`src/rtl/io_ram_arbiter_pkg.sv`:
```
// Shared types and constants for the io/ram port arbiter.
//   state_e   : transaction phase encoding (IDLE, ACCESS, RESP)
//   M0/M1     : master index constants used for sel/last_grant
//   bus_pay_t : registered bus payload driven towards the datapath
package io_ram_arbiter_pkg;

    localparam int unsigned ADDR_W  = 32;
    localparam int unsigned DATA_W  = 32;
    localparam int unsigned CTRL_W  = 2;
    localparam int unsigned BURST_W = 4;

    typedef enum logic [1:0] {
        IDLE   = 2'd0,
        ACCESS = 2'd1,
        RESP   = 2'd2
    } state_e;

    localparam logic M0 = 1'b0;
    localparam logic M1 = 1'b1;

    typedef struct packed {
        logic [ADDR_W-1:0] addr;
        logic [DATA_W-1:0] wd;
        logic [CTRL_W-1:0] mem_ctrl;
    } bus_pay_t;

endpackage

```
`src/rtl/io_ram_arbiter_if.sv`:
```
// Interfaces around the arbiter.
//   io_ram_req_if : one requester (req/addr/wd/we/mem_ctrl in, ack/rd out)
//   io_ram_bus_if : shared datapath port (address/wd/we/mem_ctrl out, rd in)
interface io_ram_req_if;
    import io_ram_arbiter_pkg::*;

    logic              req;
    logic [ADDR_W-1:0] addr;
    logic [DATA_W-1:0] wd;
    logic              we;
    logic [CTRL_W-1:0] mem_ctrl;
    logic              ack;
    logic [DATA_W-1:0] rd;

    modport master (output req, addr, wd, we, mem_ctrl, input ack, rd);
    modport slave  (input req, addr, wd, we, mem_ctrl, output ack, rd);
endinterface

interface io_ram_bus_if;
    import io_ram_arbiter_pkg::*;

    logic [ADDR_W-1:0] address;
    logic [DATA_W-1:0] wd;
    logic              we;
    logic [CTRL_W-1:0] mem_ctrl;
    logic [DATA_W-1:0] rd;

    modport master (output address, wd, we, mem_ctrl, input rd);
    modport slave  (input address, wd, we, mem_ctrl, output rd);
endinterface

```
`src/rtl/io_ram_arb_pick.sv`:
```
// Combinational winner select between two requesters.
//   req0_i/req1_i : request lines of m0/m1
//   last_grant_i  : master that completed the previous transaction
//   burst_cnt_i   : consecutive completions by last_grant_i (saturating)
//   winner_c      : chosen master, meaningful only when a request is high
module io_ram_arb_pick
    import io_ram_arbiter_pkg::*;
#(
    parameter bit          RR_ENABLE = 1'b1,
    parameter int unsigned MAX_BURST = 4
) (
    input  logic               req0_i,
    input  logic               req1_i,
    input  logic               last_grant_i,
    input  logic [BURST_W-1:0] burst_cnt_i,
    output logic               winner_c
);

    logic both_c;
    logic base_c;

    // Base choice, then hand the grant away once the holder hits its burst limit.
    always_comb begin
        both_c = req0_i && req1_i;
        if (both_c) begin
            base_c = RR_ENABLE ? ~last_grant_i : M0;
        end else begin
            base_c = req0_i ? M0 : M1;
        end
        winner_c = base_c;
        if (both_c && (base_c == last_grant_i) && (burst_cnt_i == BURST_W'(MAX_BURST))) begin
            winner_c = ~base_c;
        end
    end

endmodule

```
`src/rtl/io_ram_arbiter.sv`:
```
// Two-master arbiter for the single io/ram datapath port. Each request runs
// IDLE (arbitrate) -> ACCESS (bus driven, we pulse, rd captured) -> RESP (ack).
//   clk, rst_n : clock, asynchronous active-low reset
//   m0, m1     : requester ports (m0 = CPU LSU, m1 = boot loader / debug)
//   bus        : datapath port; address/wd/mem_ctrl/we registered, rd sampled
//   busy       : high while in ACCESS or RESP
module io_ram_arbiter
    import io_ram_arbiter_pkg::*;
#(
    parameter bit          RR_ENABLE = 1'b1,
    parameter int unsigned MAX_BURST = 4
) (
    input  logic          clk,
    input  logic          rst_n,
    io_ram_req_if.slave   m0,
    io_ram_req_if.slave   m1,
    io_ram_bus_if.master  bus,
    output logic          busy
);

    state_e             state_q, state_d;
    logic               sel_q, sel_d;
    logic               last_q, last_d;
    logic [BURST_W-1:0] burst_q, burst_d;
    bus_pay_t           pay_q, pay_d;
    logic               we_q, we_d;
    logic               ack0_q, ack0_d;
    logic               ack1_q, ack1_d;
    logic [DATA_W-1:0]  rd0_q, rd0_d;
    logic [DATA_W-1:0]  rd1_q, rd1_d;
    logic               busy_q, busy_d;
    logic               winner_c;

    io_ram_arb_pick #(
        .RR_ENABLE (RR_ENABLE),
        .MAX_BURST (MAX_BURST)
    ) u_pick (
        .req0_i       (m0.req),
        .req1_i       (m1.req),
        .last_grant_i (last_q),
        .burst_cnt_i  (burst_q),
        .winner_c     (winner_c)
    );

    // Next-state and registered-output logic.
    always_comb begin
        state_d = state_q;
        sel_d   = sel_q;
        last_d  = last_q;
        burst_d = burst_q;
        pay_d   = pay_q;
        we_d    = 1'b0;
        ack0_d  = 1'b0;
        ack1_d  = 1'b0;
        rd0_d   = rd0_q;
        rd1_d   = rd1_q;

        unique case (state_q)
            IDLE: begin
                if (m0.req || m1.req) begin
                    sel_d = winner_c;
                    if (winner_c == M1) begin
                        pay_d = '{addr: m1.addr, wd: m1.wd, mem_ctrl: m1.mem_ctrl};
                        we_d  = m1.we;
                    end else begin
                        pay_d = '{addr: m0.addr, wd: m0.wd, mem_ctrl: m0.mem_ctrl};
                        we_d  = m0.we;
                    end
                    state_d = ACCESS;
                end
            end
            ACCESS: begin
                // rd is captured even for writes; the requester ignores it then.
                if (sel_q == M1) begin
                    rd1_d  = bus.rd;
                    ack1_d = 1'b1;
                end else begin
                    rd0_d  = bus.rd;
                    ack0_d = 1'b1;
                end
                state_d = RESP;
            end
            RESP: begin
                if (sel_q == last_q) begin
                    if (burst_q != BURST_W'(MAX_BURST)) begin
                        burst_d = burst_q + BURST_W'(1);
                    end
                end else begin
                    burst_d = BURST_W'(1);
                    last_d  = sel_q;
                end
                state_d = IDLE;
            end
            default: state_d = IDLE;
        endcase

        busy_d = (state_d != IDLE);
    end

    // State and output registers; reset also kills an in-flight we pulse.
    always_ff @(posedge clk or negedge rst_n) begin
        if (!rst_n) begin
            state_q <= IDLE;
            sel_q   <= M0;
            last_q  <= M1;
            burst_q <= '0;
            pay_q   <= '0;
            we_q    <= 1'b0;
            ack0_q  <= 1'b0;
            ack1_q  <= 1'b0;
            rd0_q   <= '0;
            rd1_q   <= '0;
            busy_q  <= 1'b0;
        end else begin
            state_q <= state_d;
            sel_q   <= sel_d;
            last_q  <= last_d;
            burst_q <= burst_d;
            pay_q   <= pay_d;
            we_q    <= we_d;
            ack0_q  <= ack0_d;
            ack1_q  <= ack1_d;
            rd0_q   <= rd0_d;
            rd1_q   <= rd1_d;
            busy_q  <= busy_d;
        end
    end

    assign bus.address  = pay_q.addr;
    assign bus.wd       = pay_q.wd;
    assign bus.mem_ctrl = pay_q.mem_ctrl;
    assign bus.we       = we_q;
    assign m0.ack       = ack0_q;
    assign m1.ack       = ack1_q;
    assign m0.rd        = rd0_q;
    assign m1.rd        = rd1_q;
    assign busy         = busy_q;

endmodule

```
`src/flat_wrapper.sv`:
```
// flat-port wrapper written by rule: the top's interface ports become plain ports
module io_ram_arbiter_flat import io_ram_arbiter_pkg::*;
#(
    parameter bit          RR_ENABLE = 1'b1,
    parameter int unsigned MAX_BURST = 4
)
  (clk, rst_n, busy, m0_req, m0_addr, m0_wd, m0_we, m0_mem_ctrl, m0_ack, m0_rd, m1_req, m1_addr, m1_wd, m1_we, m1_mem_ctrl, m1_ack, m1_rd, bus_address, bus_wd, bus_we, bus_mem_ctrl, bus_rd);
  io_ram_req_if m0_i ();
  io_ram_req_if m1_i ();
  io_ram_bus_if bus_i ();
  input  logic clk;
  input  logic rst_n;
  output logic busy;
  input wire logic [$bits(m0_i.req)-1:0] m0_req;
  input wire logic [$bits(m0_i.addr)-1:0] m0_addr;
  input wire logic [$bits(m0_i.wd)-1:0] m0_wd;
  input wire logic [$bits(m0_i.we)-1:0] m0_we;
  input wire logic [$bits(m0_i.mem_ctrl)-1:0] m0_mem_ctrl;
  output wire logic [$bits(m0_i.ack)-1:0] m0_ack;
  output wire logic [$bits(m0_i.rd)-1:0] m0_rd;
  input wire logic [$bits(m1_i.req)-1:0] m1_req;
  input wire logic [$bits(m1_i.addr)-1:0] m1_addr;
  input wire logic [$bits(m1_i.wd)-1:0] m1_wd;
  input wire logic [$bits(m1_i.we)-1:0] m1_we;
  input wire logic [$bits(m1_i.mem_ctrl)-1:0] m1_mem_ctrl;
  output wire logic [$bits(m1_i.ack)-1:0] m1_ack;
  output wire logic [$bits(m1_i.rd)-1:0] m1_rd;
  output wire logic [$bits(bus_i.address)-1:0] bus_address;
  output wire logic [$bits(bus_i.wd)-1:0] bus_wd;
  output wire logic [$bits(bus_i.we)-1:0] bus_we;
  output wire logic [$bits(bus_i.mem_ctrl)-1:0] bus_mem_ctrl;
  input wire logic [$bits(bus_i.rd)-1:0] bus_rd;
  assign m0_i.req = m0_req;
  assign m0_i.addr = m0_addr;
  assign m0_i.wd = m0_wd;
  assign m0_i.we = m0_we;
  assign m0_i.mem_ctrl = m0_mem_ctrl;
  assign m0_ack = m0_i.ack;
  assign m0_rd = m0_i.rd;
  assign m1_i.req = m1_req;
  assign m1_i.addr = m1_addr;
  assign m1_i.wd = m1_wd;
  assign m1_i.we = m1_we;
  assign m1_i.mem_ctrl = m1_mem_ctrl;
  assign m1_ack = m1_i.ack;
  assign m1_rd = m1_i.rd;
  assign bus_address = bus_i.address;
  assign bus_wd = bus_i.wd;
  assign bus_we = bus_i.we;
  assign bus_mem_ctrl = bus_i.mem_ctrl;
  assign bus_i.rd = bus_rd;
  io_ram_arbiter #(.RR_ENABLE(RR_ENABLE), .MAX_BURST(MAX_BURST)) u_core (.clk(clk), .rst_n(rst_n), .m0(m0_i), .m1(m1_i), .bus(bus_i), .busy(busy));
endmodule
```
`config.mk`:
```
export PLATFORM = sky130hd
export DESIGN_NAME = io_ram_arbiter_flat
export DESIGN_NICKNAME = d
export VERILOG_FILES = /design/src/rtl/io_ram_arbiter_pkg.sv /design/src/rtl/io_ram_arbiter_if.sv /design/src/rtl/io_ram_arb_pick.sv /design/src/rtl/io_ram_arbiter.sv /design/src/flat_wrapper.sv
export SDC_FILE = /design/constraint.sdc
export NUM_CORES = 1
export LEC_CHECK = 0
export ABC_AREA = 1
export CAP_MARGIN = 0
export CELL_PAD_IN_SITES_DETAIL_PLACEMENT = 1
export CELL_PAD_IN_SITES_GLOBAL_PLACEMENT = 2
export CORE_MARGIN = 5
export CORE_UTILIZATION = 31
export DETAILED_ROUTE_END_ITERATION = 12
export DONT_BUFFER_PORTS = 1
export PLACE_DENSITY = 0.85
export SYNTH_ARGS = -nofsm -noshare
export SYNTH_HDL_FRONTEND = slang
export SYNTH_HIERARCHICAL = 1
export SYNTH_SLANG_ARGS = --single-unit
export TNS_END_PERCENT = 5
```
`constraint.sdc`:
```
create_clock -name clk -period 1.4 [get_ports clk]
set_input_delay 0.28 -clock clk [delete_from_list [all_inputs] [get_ports clk]]
set_output_delay 0.28 -clock clk [all_outputs]
set_load 0.01 [all_outputs]
```
# ---- Word-level counts from Yosys, hierarchy flattened
# Index checks and enable logic that the tools add are counted.
dict set report word_totals {
  regBits 142
  wordCells 51
}
dict set report classes {
  bitwise 4
  n_eq_ne 7
  n_addsub 1
  n_reduce_logical 11
  muxes 15
}
# op n
set ops {}
lappend ops {{66-bit two-way mux} 1}
lappend ops {{1-bit two-way mux} 10}
lappend ops {{2-bit AND reduction} 5}
lappend ops {{4-bit two-way mux} 2}
lappend ops {{4-bit by 1-bit adder with 4-bit output (second input constant)} 1}
lappend ops {{4-bit by 3-bit == test with 1-bit output (second input constant)} 1}
lappend ops {{4-bit by 3-bit inequality test with 1-bit output (second input constant)} 1}
lappend ops {{1-bit inverter} 4}
lappend ops {{2-bit case mux with 2 select lines} 1}
lappend ops {{1-bit logical AND} 3}
lappend ops {{1-bit == test} 2}
lappend ops {{2-bit by 1-bit == test with 1-bit output (second input constant)} 1}
lappend ops {{2-bit == test (second input constant)} 1}
lappend ops {{2-bit logical NOT} 1}
lappend ops {{2-bit two-way mux} 1}
lappend ops {{2-bit inequality test (second input constant)} 1}
lappend ops {{2-bit nonzero test} 1}
lappend ops {{1-bit logical OR} 1}

# ---- Logic depth before layout (Yosys ltp)
# Gate-level depths: netlist (run 1).
dict set report logic_depth {
  ltp_word 9
  depth_mapped 8
  ltp_nobuf 6
}

# ---- By module
# The synthesis (run 1) kept the hierarchy.
# mod seq_area_each_um2 area_each_um2 cells_each instances
set by_module_without_submodules {}
lappend by_module_without_submodules {io_ram_arbiter 3554.7 6090.8 665 1}
lappend by_module_without_submodules {io_ram_arb_pick 0.0 11.3 3 1}

# ---- Worst setup path after synthesis (run 1)
# Ideal clock, no wire load.
dict set report synth_path {
  path_kind {register -> register}
  start {register u_core.last_q}
  end {register u_core.pay_q (netlist bit u_core/bus.wd[10])}
  path_slack_ns -0.167
  setup_ns 0.124
  t_arrival_ns 1.443
  path_stages_with_launch 9
  cell_sequence {dfstp_2 inv_1 nand2_1 nand2_1 clkbuf_1 clkbuf_1 or2_2 o211ai_1 nand2_1}
}
dict set report synth_via {
  elab_chain_len 7
}
# element line_no
set synth_lines {}
lappend synth_lines {{from (decl)} io_ram_arbiter.sv:23} ;# logic last_q, last_d;
lappend synth_lines {{from (signal assigned)} io_ram_arbiter.sv:117} ;# last_q <= last_d;
lappend synth_lines {{1-bit inverter} io_ram_arb_pick.sv:26} ;# base_c = RR_ENABLE ? ~last_grant_i : M0;
lappend synth_lines {{1-bit two-way mux} io_ram_arb_pick.sv:25} ;# if (both_c) begin
lappend synth_lines {{1-bit == test} io_ram_arb_pick.sv:31} ;# if (both_c && (base_c == last_grant_i) && (burst_cnt_i == BURST_W'(MAX_BURST))) begin
lappend synth_lines {{1-bit logical AND (2 in series)} io_ram_arb_pick.sv:31}
lappend synth_lines {{1-bit two-way mux (*)} io_ram_arb_pick.sv:31}
lappend synth_lines {{via u_core.winner_c} io_ram_arbiter.sv:32} ;# logic winner_c;
lappend synth_lines {{66-bit two-way mux (*)} io_ram_arbiter.sv:62} ;# if (winner_c == M1) begin
lappend synth_lines {{to (signal assigned)} io_ram_arbiter.sv:119} ;# pay_q <= pay_d;
lappend synth_lines {{to (decl)} io_ram_arbiter.sv:25} ;# bus_pay_t pay_q, pay_d;
# Mark *: on every way through the listed nets, which the timed path passes. The rest lies on a longest branch.
# A chain may end at the register's enable or synchronous reset.

# ---- Final worst setup path (run 1)
dict set report layout_path {
  start {register u_core.last_q}
  end {register u_core.pay_q (netlist bit u_core/bus.address[3])}
}
# Same word-level chain as after synthesis.

==> results of run 1 <==
==> placed cells by master (no fill, tap or decap), drive strengths merged, types with 2 or more instances in the layout <==
cell	instances
or2	66
dfrtp	137
a21oi	2
clkbuf	26
nand2	205
buf	21
clkinv	5
bufinv	2
dlygate4sd3	9
o211ai	66
inv	46
nor2	4
o21ai	66
clkinvlp	2
==> power breakdown <==
group | switching, mW | internal, mW
clock network | 1.84 | 2.71
registers | 2.56 | 6.00
logic | 2.81 | 1.94
total | 7.20 | 10.6
==> registers in the layout, indices dropped and copies added (netlist names) <==
name	count
u_core/state_q	2
u_core/m0.ack	1
u_core/busy	1
u_core/m1.rd	32
u_core/m0.rd	32
u_core/bus.we	1
u_core/bus.mem_ctrl	2
u_core/sel_q	1
u_core/m1.ack	1
u_core/bus.wd	32
u_core/last_q	1
u_core/bus.address	32
==> through the flow <==
stage                     setup TNS [ns]  instances  utilization  power, mW  hold slack [ns]
final                              -8.44        893        0.390       17.9           -0.433
after global placement             -6.35        839        0.335       12.6          -0.0115
after CTS                          -7.07        881        0.374       17.8           -0.461
after detailed placement           -8.77        839        0.335       13.0          -0.0121
after floorplan                    -1.04        630            -       11.2          -0.0156
after global routing              -13.94        893        0.390       19.1           -0.471
==> layout make-up <==
class | instances | area, sq um
Clock buffer | 18 | 439
Multi-Input combinational cell | 409 | 2160
Antenna cell | 1 | 2.50
Tap cell | 234 | 293
Clock inverter | 14 | 161
Sequential cell | 138 | 3450
Inverter | 41 | 161
Fill cell | 2093 | 11400
Timing Repair Buffer | 38 | 591
==> layer usage <==
metal / track usage / part of all wire
met3: 0.0817 / 0.12
met1: 0.181 / 0.38
met5: 0 / 0
met4: 0.0638 / 0.026
met2: 0.265 / 0.48
==> worst paths after layout <==
path                          startpoint                     to  slack (ns)  depth (start not counted)
max                        u_core/last_q  u_core/bus.address[3]       -0.18                          7
min                                rst_n        u_core/m1.rd[2]       -0.43                          0
max reg2reg                u_core/last_q  u_core/bus.address[3]       -0.18                          7
min reg2reg                u_core/last_q          u_core/last_q        0.51                          2
max in group asynchronous          rst_n      u_core/bus.wd[20]        1.53                          0
min in group clk                m1_wd[1]       u_core/bus.wd[1]        0.02                          2
==> what timing repair did <==
action / in CTS / in global routing
hold buffers: 8 / 1
pin swaps: 20 / 53
endpoints found under the hold margin: 146 / 139
gates cloned: 0 / 9
endpoints found under the setup margin: 67 / 67
gates resized for setup: 12 / 18
buffers inserted: 2 / 1
==> impl_metrics.py, run 1 <==
metrics = {
    "synthesis": {
        "ys.warnings.count": 6,
        "syn_area_sq_um": 5840,
        "post_synth.cell_area_avg_sq_um": 9.27,
        "netlist_instances": 630,
        "syn_nets": 800,
    },
    "global_routing": {
        "grt_pass1_vias": 5055,
        "globalRouteOverflowTotal": 0,
        "grt_pass1_wl_microns": 27800,
        "grt_use_total": 0.162,
        "antenna_found_initial": 1,
        "grt_max_degree": 139,
    },
    "detailed_routing": {
        "routed_wl_microns": 19200,
        "wl_per_cell_microns": 21.5,
        "final_antenna_net_count": 0,
        "route.detailed.drc": 0,
        "dr.pass1.iters": 4,
        "via_per_inst": 5.07,
        "drtIter0Drc": 188,
        "vias": 4530,
    },
    "die": {
        "die_y_microns": 147,
        "die-area_sq_um": 21700,
        "start_util": 0.313,
        "io_pins": 304,
        "coreArea_sq_um": 18600,
        "die_w_microns": 147,
        "rows": 50,
    },
    "min_path": {
        "hold_path_class": "primary input to asynchronous set/reset pin",
    },
    "layout": {
        "final_nets": 815,
        "drive_gt1_frac": 0.211,
        "syn_to_final_growth_pct": 24.3,
        "final_area_sq_um": 7260,
    },
    "clocking": {
        "clkTransAtPathRegs_ns": 0.06,
        "cts_inserted_buffers": 17,
        "cts_buffer_depth": 2,
        "clock_latency_ns": 0.41,
        "cts_tree": "yes",
        "cts.sinks": 138,
        "htreeDepth": 4,
        "ctsRootBufferMaster": "clkbuf_16",
    },
    "timing": {
        "fmax_mhz": 635,
        "rsz0062_at_grt": "true",
        "max-slew-margin-rel": 0.789,
        "worst_clock_skew_ns": 0.0129,
        "finalHoldViolCount": 138,
        "final-max-slew-violation-count": 0,
        "setup_viol": 67,
        "setup_slack_ns": -0.176,
        "fin_crit_sh": 1.13,
        "whs_ns": -0.433,
        "min_period_ns": 1.58,
        "worst_pin_slew_ns": 0.317,
    },
    "setup_path": {
        "crit_family": "simple AND/OR/NAND/NOR gates",
        "worst_setup_path_start_kind": "register",
        "slowest_delay_ns": 0.54,
        "crit_type": "register to register",
        "path_max_fanout": 11,
        "path_cells": "inv_2 -> nand2_4 -> nand2_8 -> clkbuf_16 -> or2_2 -> o211ai_1 -> nand2_1",
        "cp.arrival_ns": 1.86,
        "slowest_stage": "dfstp_2",
        "cp.required_ns": 1.68,
        "cp_num_buf_inv": 2,
        "end_kind": "register",
    },
    "place": {
        "place_area_sq_um": 6240,
        "io_buffers": 0,
        "post-place-ws_ns": -0.189,
        "place.gp.congestion": 0.786,
        "dpl.hpwl_microns": 13100,
    },
    "power_and_ir_drop": {
        "power_density_nw_per_um2": 2460,
        "ir_drop_mv": 0.817,
        "total_leakage_power_nw": 3.47,
    },
    "status": {
        "status": "finished, violations left",
        "violations": "negative hold slack, negative setup slack",
    },
    "flow_run": {
        "cap_violations": 0,
    },
}
Power figures use the tool's default switching activity.
==> run 2, diff against run 1 <==
GPL_TIMING_DRIVEN = 0   (was default)
==> impl_metrics.py, run 2 (synthesis gave the netlist of run 1 again) <==
metrics = {
    "status": {
        "status": "finished, violations left",
        "violations": "negative hold slack, negative setup slack",
    },
    "setup_path": {
        "worst_setup_path_start_kind": "register",
        "worstReg2RegStart": "u_core/last_q",
        "slowest_delay_ns": 0.54,
        "cp.arrival_ns": 1.88,
        "rrSetupSlack_ns": -0.19,
        "slowest_stage": "dfstp_2",
        "path_cells": "inv_2 -> nand2_2 -> nand2_4 -> clkbuf_16 -> clkbuf_16 -> or2_4 -> o211ai_1 -> nand2_1",
        "path_max_fanout": 10,
        "cp.required_ns": 1.69,
        "crit_type": "register to register",
        "end_kind": "register",
        "reg2reg_to": "u_core/bus.wd[15]",
        "crit_path_frequent_cell": "clkbuf_16",
        "r2r_cells": 8,
    },
    "timing": {
        "worst_pin_slew_ns": 0.453,
        "finalHoldViolCount": 138,
        "rsz0062_at_grt": "true",
        "final-max-slew-violation-count": 0,
        "setup_slack_ns": -0.186,
        "worst_clock_skew_ns": 0.0121,
        "max-slew-margin-rel": 0.698,
        "setup_viol": 66,
        "tns_ns": -7.55,
        "whs_ns": -0.443,
        "min_period_ns": 1.59,
        "fin_crit_sh": 1.13,
        "fmax_mhz": 630,
    },
    "clocking": {
        "cts_inserted_buffers": 17,
        "cts.sinks": 138,
        "clkTransAtPathRegs_ns": 0.07,
        "clock_latency_ns": 0.41,
        "cts_tree": "yes",
        "cts_buffer_depth": 2,
        "htreeDepth": 4,
        "ctsRootBufferMaster": "clkbuf_16",
    },
    "layout": {
        "final_nets": 834,
        "final_cell_mix": "202 x nand2_1, 137 x dfrtp_1, 66 x o211ai_1",
        "drive_gt1_frac": 0.223,
        "diodes": 0,
        "fillers": 2115,
        "final_util": 0.379,
        "syn_to_final_growth_pct": 21.0,
        "final_common_cell": "nand2_1",
    },
    "die": {
        "coreArea_sq_um": 18600,
        "die_y_microns": 147,
        "rows": 50,
        "die-area_sq_um": 21700,
        "start_util": 0.313,
        "die_w_microns": 147,
        "io_pins": 304,
    },
    "detailed_routing": {
        "wl_per_cell_microns": 21.5,
        "routed_wl_microns": 19600,
        "vias": 4687,
        "dr.pass1.iters": 4,
        "route.detailed.drc": 0,
        "via_per_inst": 5.14,
        "drtIter0Drc": 141,
        "final_antenna_net_count": 0,
    },
    "power_and_ir_drop": {
        "total_power_mw": 17.5,
        "power_density_nw_per_um2": 2480,
        "total_leakage_power_nw": 3.41,
        "ir_drop_mv": 0.802,
    },
    "place": {
        "place.gp.congestion": 0.794,
        "dpl.hpwl_microns": 14800,
        "post-place-ws_ns": -0.396,
        "io_buffers": 0,
    },
    "global_routing": {
        "antenna_found_initial": 0,
        "use_met3": 0.0814,
        "grt_max_degree": 139,
        "globalRouteOverflowTotal": 0,
        "grt.busiest_layer": "met2",
        "grt_pass1_wl_microns": 30200,
        "gr-usage-met1": 0.200,
        "grt_use_total": 0.178,
        "grt_util_met2": 0.305,
        "grt_pass1_vias": 5231,
    },
    "flow_run": {
        "cap_violations": 0,
    },
    "min_path": {
        "hold_path_class": "primary input to asynchronous set/reset pin",
    },
}
run 2: cell count changes in the layout (fill, tap and decap cells not counted), sizes merged:
cell         delta
clkinv          -4
clkinvlp        +2
dlygate4sd3     +3
diode           -1
bufinv          -2
clkbuf         +10
buf             +5
inv             +5
run 2: cell type report:
type,count,area [sq um],share of cell area
flip-flops and latches,138,3450,0.489
multi-input cells,409,2120,0.300
clock buffers,17,425,0.0602
plain buffers,42,339,0.0480
well taps,234,293,0.0414
repair buffers,15,155,0.0219
inverters,41,154,0.0218
clock inverters,15,130,0.0184
run 2: routing by layer:
metal,routed length (microns),vias to the layer above,part of all wire
met5,0,-,0
met4,244,0,0.012
met3,2110,16,0.11
met2,9640,238,0.49
met1,7560,2322,0.39
li1,-,2111,-
run 2: timing repair:
item / in CTS / in global routing
gates resized for setup: 41 / 17
hold buffers: 11 / 1
pin swaps: 20 / 10
buffers inserted: 1 / 0
gates cloned: 2 / 0
hold endpoints to repair: 148 / 139
setup endpoints to repair: 114 / 131
run 2: per-stage QoR:
stage | instance area [sq um] | cells | hold slack, ns
CTS | 7030 | 910 | -0.466
finish | 7070 | 911 | -0.443
detailed placement | 6220 | 864 | -0.0120
global placement | 6220 | 864 | -0.0117
global route | 7070 | 911 | -0.476
floorplan | 5930 | 630 | -0.0156
run 2: worst max path at each step:
stage | from | endpoint | slack, ns | cells past startpoint
final | u_core/last_q | u_core/bus.wd[15] | -0.19 | 8
after global routing | u_core/last_q | u_core/bus.wd[14] | -0.27 | 8
after global placement | u_core/last_q | u_core/bus.we | -0.33 | 8
after floorplan | u_core/last_q | u_core/bus.wd[10] | -0.05 | 8
after CTS | u_core/last_q | u_core/bus.wd[25] | -0.20 | 8
after detailed placement | u_core/last_q | u_core/bus.address[2] | -0.40 | 8
run 2: power breakdown:
group          leakage, nW  internal [mW]  switching [mW]
sequential            1.69           5.99            2.55
clock                0.264           2.34            1.94
combinational         1.46           1.87            2.86
run 2: critical path, delay by kind of cell, from the launching register on:
family / cells / cell delay [ns]
flip-flops: 1 / 0.54
AND/OR/NAND/NOR: 4 / 0.45
buffers and inverters: 3 / 0.38
AO/OA/AOI/OAI: 1 / 0.11
